File: src/rtl/mem_except_if.sv
// CP0 exception interface between the MEM-stage exception unit and the pipeline/CP0.
// Optional macro TIMER_INT_EN adds the timer_int_i interrupt source.
interface mem_except_if;
  localparam int unsigned XLEN   = 32;
  localparam int unsigned STALLW = 6;
  localparam int unsigned FLAGW  = 9;

  logic [STALLW-1:0] stall_i;
  logic              mem_valid_i;
  logic [XLEN-1:0]   mem_pc_i;
  logic              mem_dslot_i;
  logic [FLAGW-1:0]  mem_flags_i;
  logic [XLEN-1:0]   mem_addr_i;
  logic [XLEN-1:0]   status_i;
  logic [XLEN-1:0]   cause_i;
  logic [XLEN-1:0]   epc_i;
`ifdef TIMER_INT_EN
  logic              timer_int_i;
`endif
  logic [XLEN-1:0]   excepttype_o;
  logic [XLEN-1:0]   exc_pc_o;
  logic [XLEN-1:0]   bad_vaddr_o;
  logic              dslot_o;
  logic              flush_o;
  logic [XLEN-1:0]   new_pc_o;

  // Exception unit side: produces the record and the flush.
  modport master (
    output excepttype_o, exc_pc_o, bad_vaddr_o, dslot_o, flush_o, new_pc_o,
    input  stall_i, mem_valid_i, mem_pc_i, mem_dslot_i, mem_flags_i,
    input  mem_addr_i, status_i, cause_i, epc_i
`ifdef TIMER_INT_EN
   ,input  timer_int_i
`endif
  );

  // Pipeline/CP0 side: supplies MEM state and consumes the record.
  modport slave (
    input  excepttype_o, exc_pc_o, bad_vaddr_o, dslot_o, flush_o, new_pc_o,
    output stall_i, mem_valid_i, mem_pc_i, mem_dslot_i, mem_flags_i,
    output mem_addr_i, status_i, cause_i, epc_i
`ifdef TIMER_INT_EN
   ,output timer_int_i
`endif
  );
endinterface

File: src/rtl/mem_except_unit.sv
// MEM-stage exception/ERET decision: prioritises exceptions and interrupts,
// emits a one-cycle CP0 record with a flush/redirect, then drains the pipeline.
// Optional macro TIMER_INT_EN: timer_int_i is ORed into IP7 before masking.
module mem_except_unit #(
  parameter logic [31:0] EXC_VECTOR   = 32'hBFC00380,
  parameter int unsigned DRAIN_CYCLES = 2
) (
  input logic          clk,
  input logic          rst_n,
  mem_except_if.master bus
);
  localparam int unsigned XLEN  = 32;
  localparam int unsigned CNT_W = 4;

  // mem_flags_i bit positions
  localparam int unsigned F_ADEL_IF = 0;
  localparam int unsigned F_ADEL_LD = 1;
  localparam int unsigned F_ADES    = 2;
  localparam int unsigned F_INVALID = 3;
  localparam int unsigned F_SYSCALL = 4;
  localparam int unsigned F_BRK     = 5;
  localparam int unsigned F_OV      = 6;
  localparam int unsigned F_TRAP    = 7;
  localparam int unsigned F_ERET    = 8;

  localparam logic [XLEN-1:0] CODE_INT  = 32'h01;
  localparam logic [XLEN-1:0] CODE_ADEL = 32'h04;
  localparam logic [XLEN-1:0] CODE_ADES = 32'h05;
  localparam logic [XLEN-1:0] CODE_SYS  = 32'h08;
  localparam logic [XLEN-1:0] CODE_BP   = 32'h09;
  localparam logic [XLEN-1:0] CODE_RI   = 32'h0a;
  localparam logic [XLEN-1:0] CODE_OV   = 32'h0c;
  localparam logic [XLEN-1:0] CODE_TR   = 32'h0d;
  localparam logic [XLEN-1:0] CODE_ERET = 32'h0e;

  typedef enum logic [1:0] {IDLE, FLUSH, DRAIN} state_t;

  state_t           state;
  logic [CNT_W-1:0] drain_cnt;

  logic [7:0]       ip_c;
  logic             int_p_c;
  logic             commit_c;
  logic [XLEN-1:0]  code_c;
  logic [XLEN-1:0]  bad_c;
  logic             unused_bits;

  // Status/Cause/stall bits this stage does not look at.
  assign unused_bits = ^{bus.status_i[31:16], bus.status_i[7:2],
                         bus.cause_i[31:16], bus.cause_i[7:0],
                         bus.stall_i[5], bus.stall_i[3:0]};

  // Interrupt qualification, commit condition and priority encoding.
  always_comb begin
    ip_c     = bus.cause_i[15:8];
`ifdef TIMER_INT_EN
    ip_c[7]  = ip_c[7] | bus.timer_int_i;
`endif
    int_p_c  = bus.status_i[0] & ~bus.status_i[1] & (|(ip_c & bus.status_i[15:8]));
    commit_c = (state == IDLE) & bus.mem_valid_i & ~bus.stall_i[4]
             & (int_p_c | (|bus.mem_flags_i));
    code_c   = '0;
    bad_c    = '0;
    if (int_p_c) begin
      code_c = CODE_INT;
    end else if (bus.mem_flags_i[F_ADEL_IF]) begin
      code_c = CODE_ADEL;
      bad_c  = bus.mem_pc_i;
    end else if (bus.mem_flags_i[F_INVALID]) begin
      code_c = CODE_RI;
    end else if (bus.mem_flags_i[F_SYSCALL]) begin
      code_c = CODE_SYS;
    end else if (bus.mem_flags_i[F_BRK]) begin
      code_c = CODE_BP;
    end else if (bus.mem_flags_i[F_TRAP]) begin
      code_c = CODE_TR;
    end else if (bus.mem_flags_i[F_OV]) begin
      code_c = CODE_OV;
    end else if (bus.mem_flags_i[F_ADEL_LD]) begin
      code_c = CODE_ADEL;
      bad_c  = bus.mem_addr_i;
    end else if (bus.mem_flags_i[F_ADES]) begin
      code_c = CODE_ADES;
      bad_c  = bus.mem_addr_i;
    end else if (bus.mem_flags_i[F_ERET]) begin
      code_c = CODE_ERET;
    end
  end

  // FSM and registered record: outputs pulse for the single FLUSH cycle.
  always_ff @(posedge clk or negedge rst_n) begin
    if (!rst_n) begin
      state            <= IDLE;
      drain_cnt        <= '0;
      bus.excepttype_o <= '0;
      bus.exc_pc_o     <= '0;
      bus.bad_vaddr_o  <= '0;
      bus.dslot_o      <= 1'b0;
      bus.flush_o      <= 1'b0;
      bus.new_pc_o     <= '0;
    end else begin
      bus.excepttype_o <= '0;
      bus.exc_pc_o     <= '0;
      bus.bad_vaddr_o  <= '0;
      bus.dslot_o      <= 1'b0;
      bus.flush_o      <= 1'b0;
      bus.new_pc_o     <= '0;
      case (state)
        IDLE: begin
          if (commit_c) begin
            state            <= FLUSH;
            bus.excepttype_o <= code_c;
            bus.exc_pc_o     <= bus.mem_pc_i;
            bus.bad_vaddr_o  <= bad_c;
            bus.dslot_o      <= bus.mem_dslot_i;
            bus.flush_o      <= 1'b1;
            bus.new_pc_o     <= (code_c == CODE_ERET) ? bus.epc_i : EXC_VECTOR;
          end
        end
        FLUSH: begin
          state     <= DRAIN;
          drain_cnt <= CNT_W'(DRAIN_CYCLES - 1);
        end
        DRAIN: begin
          if (drain_cnt == '0) state <= IDLE;
          else                 drain_cnt <= drain_cnt - CNT_W'(1);
        end
        default: state <= IDLE;
      endcase
    end
  end
endmodule

File: src/flat_wrapper.sv
// flat-port wrapper written by rule: the top's interface ports become plain ports
module mem_except_unit_flat 
#(
  parameter logic [31:0] EXC_VECTOR   = 32'hBFC00380,
  parameter int unsigned DRAIN_CYCLES = 2
)
  (clk, rst_n, bus_excepttype_o, bus_exc_pc_o, bus_bad_vaddr_o, bus_dslot_o, bus_flush_o, bus_new_pc_o, bus_stall_i, bus_mem_valid_i, bus_mem_pc_i, bus_mem_dslot_i, bus_mem_flags_i, bus_mem_addr_i, bus_status_i, bus_cause_i, bus_epc_i);
  mem_except_if bus_i ();
  input logic clk;
  input logic rst_n;
  output wire logic [$bits(bus_i.excepttype_o)-1:0] bus_excepttype_o;
  output wire logic [$bits(bus_i.exc_pc_o)-1:0] bus_exc_pc_o;
  output wire logic [$bits(bus_i.bad_vaddr_o)-1:0] bus_bad_vaddr_o;
  output wire logic [$bits(bus_i.dslot_o)-1:0] bus_dslot_o;
  output wire logic [$bits(bus_i.flush_o)-1:0] bus_flush_o;
  output wire logic [$bits(bus_i.new_pc_o)-1:0] bus_new_pc_o;
  input wire logic [$bits(bus_i.stall_i)-1:0] bus_stall_i;
  input wire logic [$bits(bus_i.mem_valid_i)-1:0] bus_mem_valid_i;
  input wire logic [$bits(bus_i.mem_pc_i)-1:0] bus_mem_pc_i;
  input wire logic [$bits(bus_i.mem_dslot_i)-1:0] bus_mem_dslot_i;
  input wire logic [$bits(bus_i.mem_flags_i)-1:0] bus_mem_flags_i;
  input wire logic [$bits(bus_i.mem_addr_i)-1:0] bus_mem_addr_i;
  input wire logic [$bits(bus_i.status_i)-1:0] bus_status_i;
  input wire logic [$bits(bus_i.cause_i)-1:0] bus_cause_i;
  input wire logic [$bits(bus_i.epc_i)-1:0] bus_epc_i;
  assign bus_excepttype_o = bus_i.excepttype_o;
  assign bus_exc_pc_o = bus_i.exc_pc_o;
  assign bus_bad_vaddr_o = bus_i.bad_vaddr_o;
  assign bus_dslot_o = bus_i.dslot_o;
  assign bus_flush_o = bus_i.flush_o;
  assign bus_new_pc_o = bus_i.new_pc_o;
  assign bus_i.stall_i = bus_stall_i;
  assign bus_i.mem_valid_i = bus_mem_valid_i;
  assign bus_i.mem_pc_i = bus_mem_pc_i;
  assign bus_i.mem_dslot_i = bus_mem_dslot_i;
  assign bus_i.mem_flags_i = bus_mem_flags_i;
  assign bus_i.mem_addr_i = bus_mem_addr_i;
  assign bus_i.status_i = bus_status_i;
  assign bus_i.cause_i = bus_cause_i;
  assign bus_i.epc_i = bus_epc_i;
  mem_except_unit #(.EXC_VECTOR(EXC_VECTOR), .DRAIN_CYCLES(DRAIN_CYCLES)) u_core (.clk(clk), .rst_n(rst_n), .bus(bus_i));
endmodule
File: config.mk
export PLATFORM = sky130hd
export DESIGN_NAME = mem_except_unit_flat
export DESIGN_NICKNAME = d
export VERILOG_FILES = /design/src/rtl/mem_except_if.sv /design/src/rtl/mem_except_unit.sv /design/src/flat_wrapper.sv
export SDC_FILE = /design/constraint.sdc
export NUM_CORES = 1
export LEC_CHECK = 0
export CAP_MARGIN = 20
export CORE_MARGIN = 2
export CORE_UTILIZATION = 23
export DETAILED_ROUTE_END_ITERATION = 16
export PLACE_DENSITY = 0.55
export SLEW_MARGIN = 20
export SYNTH_ARGS = -nofsm -noshare
export SYNTH_HDL_FRONTEND = slang
export SYNTH_SLANG_ARGS = --single-unit
File: constraint.sdc
create_clock -name clk -period 4 [get_ports clk]
set_input_delay 0.8 -clock clk [delete_from_list [all_inputs] [get_ports clk]]
set_output_delay 0.8 -clock clk [all_outputs]
set_load 0.01 [all_outputs]
==> flow_summary_export.csv <==
group,metric,value,unit
clock_network,postCtsHoldBufs,0,
critical_path,crit_type,"in -> reg",
outcome,outcome,"completed",
power,share_comb_of_total_power,24.6,%
sta,maxSlewViolCount,0,
critical_path,worstPathMaxFanout,20,
power,power_frac_seq,44.6,%
power,power_density,371,nW/um2
sta,slew_headroom,45.9,%
clock_network,cts-buffers-inserted,9,
power,ir_drop,0.191,mV
finish,multi_input_area,1790,um2
finish,fillCellCount,2033,
clock_network,clkTransAtPathRegs,0.08,ns
place,dp_hpwl,11900,um
sta,fin_ws,1.18,ns
sta,setup_viol_count_final,0,
routing,routed_wl,17000,um
sta,rsz0062_at_grt,"false",
critical_path,crit_path_end_kind,"register",
finish,num_antenna_cells,0,
routing,wl_met2,8360,um
power,switching_share,29.8,%
routing,drt_iter0_drc,188,
routing,dr_wl_met3,1190,um
clock_network,cts.sinks,108,
critical_path,slowest_stage,"or4_1",
sta,fin_crit_sh,70.4,%
run,maxCapViolCount,0,
routing,wire_per_inst,18.0,um
grt,grt_max_degree,109,
worst_hold_path,min_path_type,"in -> async",
synthesis,yosys-top-cells-count,"dfrtp_1, nand2_1, a21oi_1, a211oi_1",
grt,antenna_found_initial,0,
clock_network,cts_max_level,3,
synthesis,yosysSeqAreaShare,56.4,%
synthesis,syn_inst,460,
synthesis,syn-cell-area,4790,um2
routing,detail-route-antenna-nets,0,
synthesis,yosysWarnings,0,
power,clockPowerShare,30.8,%
clock_network,clk_latency,0.36,ns
power,power.internal,1960,uW
place,portBuffers,229,
place,place_ws,0.811,ns
critical_path,worstRegToRegCells,2,
sta,min_period,2.82,ns
synthesis,async_flop_share,100,%
routing,dr.pass1.iters,6,
grt,grt_usage,15.5,%
sta,hold_viol_final,0,
clock_network,root_buffer,"clkbuf_16",
synthesis,synth_top_flop_cell,"dfrtp_1",
clock_network,cts_max_path_buffers,2,
sta,finClkSkew,0.0137,ns
synthesis,synth.top_cell.area_share,56.4,%
clock_network,cts_tree,"done",
critical_path,path_delay_family,"simple AND/OR/NAND/NOR gates",
critical_path,reg2reg_to,"u_core.bus.new_pc_o[12]$_DFF_PN0_",
critical_path,cp_data_arrival_time,3.06,ns
routing,vias,4363,
finish,layout-drive-gt1-share,8.05,%
synthesis,synth.most_common_cell,"dfrtp_1",
grt,grt_pass1_vias,4554,
finish,regArea,2700,um2
critical_path,cp.required,4.24,ns
synthesis,synth.ff_latch_count,108,
critical_path,critPathBufInv,1,
critical_path,reg2reg_from,"u_core.state[1]$_DFFE_PN0P_",
routing,wl_met1,7180,um
critical_path,reg2reg_slack,1.87,ns
critical_path,cpPeakStageDelay,0.84,ns
critical_path,cp_cell_sequence,"clkdlybuf4s50_1, or4_1, or3_4, nor4b_2",
sta,hold_ws,0.513,ns
clock_network,cts_setup_buffers,0,
die,dieWidth,148,um
critical_path,critical_path.startpoint_type,"input pin",
power,p_leak,0.00304,uW
die,die_y,148,um
die,start_util,23.5,%
finish,synthToLayoutAreaGrowth,57.3,%
power,switchingPower,834,uW
die,die_area,22000,um2
die,ios,309,
finish,nNetsFinal,846,
die,rows,52,
synthesis,yosysUniqueCellTypes,42,
power,power.total,2800,uW
routing,drc,0,
grt,gr-total-overflow,0,
synthesis,yosys.area.top_type,"dfrtp_1",
sta,fmax,355,MHz
routing,dr.max_layer_used,"met4",
sta,worstMarginPinSlew,0.812,ns
synthesis,synthTopCellsByArea,"dfrtp_1, nand2_1, a211oi_1",
die,core_area,20400,um2
synthesis,avgSynthCellArea,10.4,um2
clock_network,cts_resized,0,
routing,via_per_inst,4.64,
place,gp_congestion,0.783,
sta,tns,0,ns
grt,grt_pass1_wl,26300,um
synthesis,synth_edf_count,0,
logic make-up (layout without fill, tap and decap cells):
family | Yosys count | after routing | share of synthesized area [%]
AOI/OAI and AO/OA | 102 | 102 | 14.2
and+or+nand+nor | 166 | 166 | 19.9
adders and majority gates | 1 | 1 | 0.261
DFF | 108 | 108 | 56.4
other | 1 | 28 | 0.0782
buffers and inverters | 82 | 266 | 9.21
stage by stage:
stage / cell area [um2] / cells / utilization (%)
2_1_floorplan: 4900 / 487 / -
3_3_place_gp: 7260 / 925 / 35.7
3_5_place_dp: 7260 / 925 / 35.7
4_1_cts: 7540 / 941 / 37.0
5_1_grt: 7540 / 941 / 37.0
6_report: 7540 / 941 / 37.0
power groups by stage:
stage | Combinational, uW | Sequential [uW] | Clock, uW
detailed placement | 694 | 1270 | 0
finish | 688 | 1250 | 862
CTS | 697 | 1250 | 897
global route | 745 | 1260 | 941
global placement | 681 | 1260 | 0
floorplan | 289 | 1280 | 0
final cells by class:
type,instances,area share (%)
clock buffers,11,3.09
inverters,6,0.299
flip-flops and latches,108,35.8
clock inverters,5,0.597
repair buffers,244,32.0
multi-input cells,297,23.7
well taps,270,4.48
state kept, by name, summed over array words and instances (netlist names):
| signal | flops |
|---|---|
| u_core.bus.bad_vaddr_o | 32 |
| u_core.bus.exc_pc_o | 32 |
| u_core.bus.new_pc_o | 32 |
| u_core.bus.excepttype_o | 4 |
| u_core.drain_cnt | 4 |
| u_core.state | 2 |
| u_core.bus.dslot_o | 1 |
| u_core.bus.flush_o | 1 |
cells in the final DEF, fill, tap and decap left out, types with 2 or more instances in the layout:
cell | synthesis | layout
nor4_1 | 14 | 14
a22o_1 | 4 | 4
o22ai_1 | 15 | 15
or4_1 | 3 | 3
nor2b_1 | 4 | 4
clkbuf_1 | 32 | 2
buf_4 | 28 | 15
o21ai_0 | 2 | 2
clkbuf_16 | 0 | 9
a21oi_1 | 37 | 37
or3b_2 | 2 | 2
nand4_1 | 32 | 32
a211oi_1 | 33 | 33
conb_1 | 1 | 28
clkdlybuf4s50_1 | 0 | 228
a31oi_1 | 2 | 2
inv_1 | 6 | 6
nor4b_4 | 1 | 2
nor3_2 | 1 | 2
nand2_1 | 77 | 77
nor4b_2 | 10 | 9
dfrtp_1 | 108 | 108
nor3_1 | 14 | 12
clkinv_4 | 0 | 2
per-layer routing:
metal  vias to the layer above  global-route usage [%]
met1                      2137                    18.8
met4                         0                    4.52
met2                       198                    26.9
met5                         -                       0
met3                        16                    4.20
li1                       2012                       -
worst register-to-register path, stage by stage (launching register included):
cell and delay, ns:
dfrtp_1 0.55, or4b_2 1.10, nor4b_2 0.37
worst max path at each step:
stage                  startpoint                           endpoint  slack (ns)  depth (start not counted)
2_1_floorplan  bus_mem_flags_i[0]  u_core.bus.new_pc_o[13]$_DFF_PN0_        1.60                          6
3_3_place_gp   bus_mem_flags_i[5]       u_core.bus.flush_o$_DFF_PN0_        0.86                          6
3_5_place_dp   bus_mem_flags_i[5]  u_core.bus.exc_pc_o[28]$_DFF_PN0_        0.81                          6
4_1_cts        bus_mem_flags_i[7]  u_core.bus.new_pc_o[19]$_DFF_PN0_        1.19                          4
5_1_grt        bus_mem_flags_i[7]  u_core.bus.new_pc_o[12]$_DFF_PN0_        1.08                          4
6_report       bus_mem_flags_i[7]  u_core.bus.new_pc_o[12]$_DFF_PN0_        1.18                          4
Note: power is estimated with default switching activity, not from simulation.
